File: src/rtl/multi_tick_stopwatch.sv
// multi_tick_stopwatch
//
// Shared prescaler feeding N_CH independent stopwatch channels. The prescaler
// produces a one-cycle `tick` every CLK_PER_TICK clock cycles. Each channel
// has an IDLE / RUN / HOLD controller and counts ticks while running. Overflow
// either wraps the count to zero or saturates it at all-ones (WRAP parameter),
// and in both cases sets a sticky per-channel overflow flag.
//
// Ports
//   clk      in  1            rising-edge clock
//   rst      in  1            synchronous, active-high reset
//   start    in  N_CH         start / resume request per channel
//   stop     in  N_CH         stop request per channel
//   clear    in  N_CH         clear request per channel (highest priority)
//   tick     out 1            registered prescaler pulse
//   cnt      out N_CH*CNT_W   channel i count at [i*CNT_W +: CNT_W]
//   running  out N_CH         channel i is in RUN
//   ovf      out N_CH         sticky overflow flag
//   done     out N_CH         one-cycle pulse on RUN -> HOLD via stop
//
// Every output is driven straight from a flop.

module multi_tick_stopwatch #(
  parameter int CLK_PER_TICK = 100000,
  parameter int CNT_W        = 16,
  parameter int N_CH         = 4,
  parameter bit WRAP         = 1'b1
) (
  input  logic                    clk,
  input  logic                    rst,
  input  logic [N_CH-1:0]         start,
  input  logic [N_CH-1:0]         stop,
  input  logic [N_CH-1:0]         clear,
  output logic                    tick,
  output logic [N_CH*CNT_W-1:0]   cnt,
  output logic [N_CH-1:0]         running,
  output logic [N_CH-1:0]         ovf,
  output logic [N_CH-1:0]         done
);

  localparam int            PW        = (CLK_PER_TICK > 1) ? $clog2(CLK_PER_TICK) : 1;
  localparam logic [PW-1:0] PRESC_MAX = PW'(CLK_PER_TICK - 1);

  typedef enum logic [1:0] {
    ST_IDLE = 2'd0,
    ST_RUN  = 2'd1,
    ST_HOLD = 2'd2
  } state_t;

  // Returns {overflow, next_count} for one counted tick. At all-ones the count
  // either wraps to zero or stays pinned, depending on WRAP.
  function automatic logic [CNT_W:0] cnt_step(input logic [CNT_W-1:0] v);
    logic [CNT_W:0] r;
    if (&v) begin
      if (WRAP) r = {1'b1, {CNT_W{1'b0}}};
      else      r = {1'b1, v};
    end else begin
      r = {1'b0, v + 1'b1};
    end
    return r;
  endfunction

  logic [PW-1:0]                presc_q, presc_d;
  logic                         tick_q, tick_d;
  state_t                       state_q [N_CH];
  state_t                       state_d [N_CH];
  logic [N_CH-1:0][CNT_W-1:0]   cnt_q, cnt_d;
  logic [N_CH-1:0]              running_q, running_d;
  logic [N_CH-1:0]              ovf_q, ovf_d;
  logic [N_CH-1:0]              done_q, done_d;
  logic [CNT_W:0]               step_v;

  // Prescaler: free-running 0..CLK_PER_TICK-1, tick registered on the terminal value
  always_comb begin
    tick_d = (presc_q == PRESC_MAX);
    if (presc_q == PRESC_MAX) presc_d = '0;
    else                      presc_d = presc_q + 1'b1;
  end

  // Channel controllers: clear > stop > start; counting only when RUN, ticking,
  // and no stop/clear is pending in the same cycle
  always_comb begin
    step_v = '0;
    for (int i = 0; i < N_CH; i++) begin
      state_d[i] = state_q[i];
      cnt_d[i]   = cnt_q[i];
      ovf_d[i]   = ovf_q[i];
      done_d[i]  = 1'b0;
      if (clear[i]) begin
        state_d[i] = ST_IDLE;
        cnt_d[i]   = '0;
        ovf_d[i]   = 1'b0;
      end else if (stop[i]) begin
        if (state_q[i] == ST_RUN) begin
          state_d[i] = ST_HOLD;
          done_d[i]  = 1'b1;
        end
      end else if (start[i] && (state_q[i] != ST_RUN)) begin
        // Resuming from HOLD keeps the held count (lap accumulation).
        state_d[i] = ST_RUN;
      end else if ((state_q[i] == ST_RUN) && tick_q) begin
        step_v   = cnt_step(cnt_q[i]);
        cnt_d[i] = step_v[CNT_W-1:0];
        ovf_d[i] = ovf_q[i] | step_v[CNT_W];
      end
      running_d[i] = (state_d[i] == ST_RUN);
    end
  end

  // Register stage: all state and outputs
  always_ff @(posedge clk) begin
    if (rst) begin
      presc_q   <= '0;
      tick_q    <= 1'b0;
      cnt_q     <= '0;
      running_q <= '0;
      ovf_q     <= '0;
      done_q    <= '0;
      for (int i = 0; i < N_CH; i++) state_q[i] <= ST_IDLE;
    end else begin
      presc_q   <= presc_d;
      tick_q    <= tick_d;
      cnt_q     <= cnt_d;
      running_q <= running_d;
      ovf_q     <= ovf_d;
      done_q    <= done_d;
      for (int i = 0; i < N_CH; i++) state_q[i] <= state_d[i];
    end
  end

  assign tick    = tick_q;
  assign cnt     = cnt_q;
  assign running = running_q;
  assign ovf     = ovf_q;
  assign done    = done_q;

endmodule

File: config.mk
export PLATFORM = sky130hd
export DESIGN_NAME = multi_tick_stopwatch
export DESIGN_NICKNAME = d
export VERILOG_FILES = /design/src/rtl/multi_tick_stopwatch.sv
export SDC_FILE = /design/constraint.sdc
export NUM_CORES = 1
export LEC_CHECK = 0
export ABC_CLOCK_PERIOD_IN_PS = 2100
export CORE_MARGIN = 2
export CORE_UTILIZATION = 50
export DETAILED_ROUTE_END_ITERATION = 8
export GPL_ROUTABILITY_DRIVEN = 0
export GPL_TIMING_DRIVEN = 0
export HOLD_SLACK_MARGIN = 0.03
export PLACE_DENSITY = 0.8
export RECOVER_POWER = 50
export SYNTH_ARGS = -nofsm -noshare
export SYNTH_HDL_FRONTEND = slang
export SYNTH_SLANG_ARGS = --single-unit
File: constraint.sdc
create_clock -name clk -period 2.1 [get_ports clk]
set_input_delay 0.315 -clock clk [delete_from_list [all_inputs] [get_ports clk]]
set_output_delay 0.315 -clock clk [all_outputs]
set_load 0.02 [all_outputs]
==> results of run 1 <==
==> cells in the final DEF (no fill, tap or decap), drive strengths merged, types with 20 or more instances in the layout <==
master	netlist	final
nor4	21	21
nand2	39	39
dfxtp	102	102
nand4	25	25
a21oi	21	21
clkbuf	11	20
xor2	23	23
clkdlybuf4s50	0	27
dlygate4sd3	0	61
xnor2	36	36
nand3	33	33
nor2	92	92
==> metrics by stage <==
stage | instance area [um^2] | utilization
after floorplan | 4512 | -
after global placement | 5538 | 0.6350
after detailed placement | 5538 | 0.6350
after CTS | 5734 | 0.6575
after global routing | 5792 | 0.6641
final | 5792 | 0.6641
==> synth_stat cells, types with 5 or more instances <==
cell type  instances  area (um^2)
and3_1             8        50.05
nor3_1            16        80.08
nand3_1           33        165.2
nand4_1           25        156.4
dfxtp_1          102         2042
or2_2              6        37.54
and4_1             7        61.31
nor2_1            92        345.3
nor4_1            21        131.4
or4_1              5        37.54
o21ai_0           14        70.07
ha_1               5        62.56
a31oi_1            6        37.54
xor2_1            23        201.4
nand2_1           39        146.4
a21oi_1           21        105.1
clkbuf_1          11        41.29
or3_1             12        75.07
inv_1              8        30.03
xnor2_1           36        315.3
buf_2              5        25.02
==> worst paths after layout <==
path / from / end / slack [ns] / cells past startpoint
worst max-delay path: tick / cnt[15] / 0.12 / 5
worst min-delay path: stop[0] / running[0] / 0.29 / 2
worst max register to register: tick / cnt[15] / 0.12 / 5
worst min register to register: ovf[1] / ovf[1] / 0.48 / 1
==> critical path: stages, from the launching register on <==
cell and delay [ns]:
dfxtp_2 0.47, nand4bb_1 0.12, clkbuf_2 0.20, or4_4 0.56, or3_1 0.37, a21oi_1 0.18
==> flip-flops by register name (all words and copies together), names as in the netlist <==
signal	cells
presc_q	17
running	4
tick	1
cnt	64
ovf	4
done	4
state_q	8
==> layer usage <==
metal	global-route usage	up-vias
met3	0.04397	12
met5	0	-
met4	0.07271	0
met1	0.2779	1929
li1	-	2087
met2	0.3571	96
==> area by class of cell <==
class / count / area (um^2)
clock inverter: 6 / 61.31
clock buffer: 10 / 127.6
multi-input combinational: 404 / 2412
inverter: 8 / 30.03
sequential: 102 / 2043
buffer: 15 / 66.31
tap: 108 / 135.1
fill: 704 / 2929
timing repair buffer: 92 / 915.9
==> report_power, final <==
group	internal, mW	total, mW	switching (mW)
Sequential	1.94	1.95	0.00879
Combinational	0.0488	0.117	0.0680
Clock	0.550	1.21	0.663
Total	2.54	3.28	0.740
==> logic make-up (layout without fill, tap and decap cells) <==
kind of cell	count (synthesis)	count (layout)	share of synthesized area
AOI/OAI and AO/OA	52	52	0.06628
buffers and inverters	24	131	0.02135
DFF	102	102	0.4526
muxes	3	3	0.006656
and+or+nand+nor	285	285	0.3247
adders and majority gates	5	5	0.01387
xor gates and xnor gates	59	59	0.1145
==> timing repair <==
item                                    in CTS  in global routing
cloned                                       0                  0
endpoints found under the setup margin      23                 45
pin swaps                                    1                  2
buffers inserted                             0                  3
resized for setup                            4                  8
==> results.ini, run 1 <==
[global_route]
grt_pass1_wl_um=17330
grt_pass1_vias=3731
grt_util_all_layers=0.2144
antenna_found_initial=0
grt_start_max_net_pins=17
grt_overflow=0

[layout]
num_antenna_cells=0
stdcell_count=745
fin_nets=651
syn2layout_area_growth_pct=28.37
drive_gt1_frac=0.06122

[timing]
final_max_slew_viol_count=0
layout_min_cycle_time_ns=1.979
setup_viol=0
tightestPinTransition_ns=0.7860
fin_worst_skew_ns=0.01199
fin_hold_ws_ns=0.2868
max_clock_freq_mhz=505.3
grt_setup_unrepaired=no
setup_ws_ns=0.1210
setup-tns-final_ns=0
timing.final.crit_share=0.9424
maxSlewHeadroom=0.4688
hold_viol=0

[detailed_routing]
ant_nets=0
met2_length_um=5042
vias=4124
highest-signal-layer=met4
firstDrtPassIters=5
via_per_inst=5.536
drt-met1-wl_um=4769
met3_length_um=489
finalWirelength_um=10430
drc=0
wl_per_cell_um=14.00
drt-initial-drc-count=121

[yosys]
yosysWarnings=0
synthFlopType=dfxtp_1
ys_seq_area_frac=0.4526
synth_edf_count=0
ys_seq_elements=102
syn-cell-area_um2=4512
syn_nets=549
ys_async_sr_fraction=0
synth_cells=530
synth.distinct_cells=36
synth_area_per_cell_um2=8.513

[critical_path]
crit_type=register to register
cp.required_ns=2.38
cp.arrival_ns=2.26
cp-end-kind=register
cp_max_fo=9
critPathLaunchType=register

[clock_tree]
clk_latency_ns=0.36
root_buffer=clkbuf_8
path_clk_slew_ns=0.09
clock_path_buffers=2
htreeDepth=3
cts_made_buffers=9
clock-sinks=102
ctsHoldBuffers=0
cts_tree=yes

[placed_design]
numPortBuffers=89
place_inst=727
hpwl_um=7628
preCtsSetupSlack_ns=-0.5675

[floorplan]
die_height_um=98.99
coreArea_um2=8721
die_area_um2=9799
floorplan.initialDensity=0.5174
io_pins=91
die_x_um=98.99
num_rows=34

[power]
leakage_nw=2.016
p_total_mw=3.282
power.density_nw_per_um2=566.7
ir_worst_vdd_uv=310.6

[run_status]
status=complete, no violations

[hold_path]
hold_class=input pin to register

[job]
drv_cap=0

No activity file was read; power rests on OpenSTA's default activity.
==> inputs of run 2 (changes only) <==
--- a/config.mk
+++ b/config.mk
@@ -5,7 +5,7 @@
 export SDC_FILE = /design/constraint.sdc
 export NUM_CORES = 1
 export LEC_CHECK = 0
-export ABC_CLOCK_PERIOD_IN_PS = 2100
+export ABC_CLOCK_PERIOD_IN_PS = 2300
 export CORE_MARGIN = 2
 export CORE_UTILIZATION = 50
 export DETAILED_ROUTE_END_ITERATION = 8
==> constraint.sdc (replaced) <==
create_clock -name clk -period 2.3 [get_ports clk]
set_input_delay 0.345 -clock clk [delete_from_list [all_inputs] [get_ports clk]]
set_output_delay 0.345 -clock clk [all_outputs]
set_load 0.02 [all_outputs]
==> run 2 against run 1 <==
Compared with the run above: global-route usage barely moved; clock skew hardly changed; power down 8.8%; non-clock buffer count decreased by 3; final area fell by 0.80%; sequential share of layout area up 0.28 points; combinational power down 11%; cell count shrank 0.40%; clock power decreased by 8%; die area did not move; critical path type is now input pin to register; highest routed layer unchanged.
==> results.ini, run 2 (synthesized netlist as in run 1, its figures left out) <==
[clock_tree]
cts_tree=yes  ; unchanged
clock-sinks=102  ; unchanged
cts_made_buffers=9  ; unchanged
post_cts_buffers=0  ; unchanged
ctsResizeCount=1  ; was 4
root_buffer=clkbuf_8  ; unchanged
ctsHoldBuffers=0  ; unchanged
clock_path_buffers=2  ; unchanged
clk_latency_ns=0.36  ; about the same
htreeDepth=3  ; unchanged
path_clk_slew_ns=0.10  ; was 0.09 ns

[layout]
drive_gt1_frac=0.05205  ; was 0.06122
syn2layout_area_growth_pct=27.34  ; was 28.37%
final_area_um2=5746  ; was 5792 um^2
fin_nets=648  ; was 651
stdcell_count=742  ; was 745
layout_common_cells=dfxtp_1, nor2_1, dlygate4sd3_1  ; unchanged
num_antenna_cells=0  ; unchanged
final_common_cell=dfxtp_1  ; unchanged
largest_reg_flops=64  ; unchanged

[timing]
tightestPinTransition_ns=0.7997  ; was 0.7860 ns
hold_viol=0  ; unchanged
final_max_slew_viol_count=0  ; unchanged
setup_viol=0  ; unchanged
grt_setup_unrepaired=no  ; unchanged
max_clock_freq_mhz=465.4
timing.final.crit_share=0.9342
fin_worst_skew_ns=0.01180  ; was 0.01199 ns
maxSlewHeadroom=0.4596  ; was 0.4688
layout_min_cycle_time_ns=2.149

[floorplan]
die_height_um=98.99  ; unchanged
io_pins=91  ; unchanged
num_rows=34  ; unchanged
floorplan.initialDensity=0.5174  ; unchanged
die_area_um2=9799  ; unchanged
die_x_um=98.99  ; unchanged
coreArea_um2=8721  ; unchanged

[critical_path]
reg2regPathDepth=4  ; was 5
critPathLaunchType=input pin  ; was register
r2r_slack_ns=0.23  ; was 0.12 ns
r2r-end=cnt[32]  ; was cnt[15]
cp-end-kind=register  ; unchanged
crit_type=input pin to register  ; was register to register
timing.rr.start=cnt[34]  ; was tick
cp_max_fo=10  ; was 9
cp.arrival_ns=2.41  ; was 2.26 ns
cp.required_ns=2.56  ; was 2.38 ns

[global_route]
grt_util_all_layers=0.2139  ; was 0.2144
use_met2=0.3576  ; was 0.3571
met1_usage=0.2770  ; was 0.2779
grt_busiest_layer=met2  ; unchanged
grt_pass1_vias=3722  ; was 3731
grt_start_max_net_pins=17  ; unchanged
grtUsageMet3=0.04397  ; unchanged
antenna_found_initial=0  ; unchanged
grt_overflow=0  ; unchanged
grt_pass1_wl_um=17310  ; was 17330 um

[detailed_routing]
finalWirelength_um=10310  ; was 10430 um
ant_nets=0  ; unchanged
drt-initial-drc-count=169  ; was 121
via_per_inst=5.544  ; was 5.536
vias=4114  ; was 4124
firstDrtPassIters=5  ; unchanged
wl_per_cell_um=13.89  ; was 14.00 um
drc=0  ; unchanged

[power]
leakage_nw=1.988  ; was 2.016 nW
pwr-share-seq=0.595  ; about the same
p_comb_frac=0.035  ; was 0.036
p_sw_uw=674.1  ; was 740.3 uW
power.density_nw_per_um2=521.1  ; was 566.7 nW/um^2
p_int_mw=2.320  ; was 2.542 mW
clkPwrFrac=0.370  ; about the same
switching_share=0.2251  ; was 0.2255
ir_worst_vdd_uv=283.6  ; was 310.6 uV

[hold_path]
hold_start=rst  ; was stop[0]
hold_class=input pin to register  ; unchanged
hold_depth=2  ; unchanged
min_to=tick  ; was running[0]

[placed_design]
place_area_um2=5538  ; unchanged
hpwl_um=7628  ; unchanged
place_inst=727  ; unchanged
numPortBuffers=89  ; unchanged

[job]
drv_cap=0  ; unchanged

[run_status]
status=complete, no violations  ; unchanged

## run 2: metrics by stage
step	hold WS, ns	power (mW)	setup WS (ns)	utilization	setup TNS (ns)
after floorplan	0.4175	1.878	0.3479	-	0
after CTS	0.3836	3.029	0.005288	0.6568	0
after global routing	0.4112	3.110	0.01039	0.6588	0
after detailed placement	0.4658	1.929	-0.3975	0.6350	-8.854
final	0.4060	2.994	0.1513	0.6588	0
after global placement	0.4308	1.925	-0.3220	0.6350	-6.613
## run 2: area by class of cell
type / count / area, um^2
well taps: 108 / 135.1
flip-flops and latches: 102 / 2043
inverters: 8 / 30.03
repair buffers: 89 / 890.9
clock inverters: 6 / 61.31
fillers: 708 / 2975
clock buffers: 10 / 127.6
multi-input cells: 404 / 2395
plain buffers: 15 / 62.56
## run 2: worst max-delay path, stage by stage
cell	delay (ns)
clkdlybuf4s50_1	0.50
nand4bb_1	0.21
clkbuf_1	0.22
or4_4	0.58
o21ai_4	0.23
buf_2	0.25
nor2_1	0.07
## run 2: power groups by stage
stage | clock network (mW) | logic (mW) | registers, mW
6_report | 1.11 | 0.104 | 1.78
5_1_grt | 1.21 | 0.114 | 1.78
4_1_cts | 1.14 | 0.106 | 1.78
3_5_place_dp | 0 | 0.106 | 1.82
3_3_place_gp | 0 | 0.103 | 1.82
2_1_floorplan | 0 | 0.0533 | 1.82
## run 2: worst max path at each step
stage / start / endpoint / slack, ns / cells past startpoint
2_1_floorplan: tick / cnt[0] / 0.35 / 6
6_report: stop[0] / cnt[2] / 0.15 / 7
3_5_place_dp: stop[0] / cnt[2] / -0.40 / 7
4_1_cts: stop[0] / cnt[2] / 0.005 / 7
3_3_place_gp: stop[0] / cnt[6] / -0.32 / 7
5_1_grt: stop[0] / cnt[8] / 0.01 / 7
## run 2: per-layer routing
metal  wire, um  part of all wire
met4         87            0.0084
met2       5075              0.49
met5          0                 0
met3        464             0.045
met1       4679              0.45
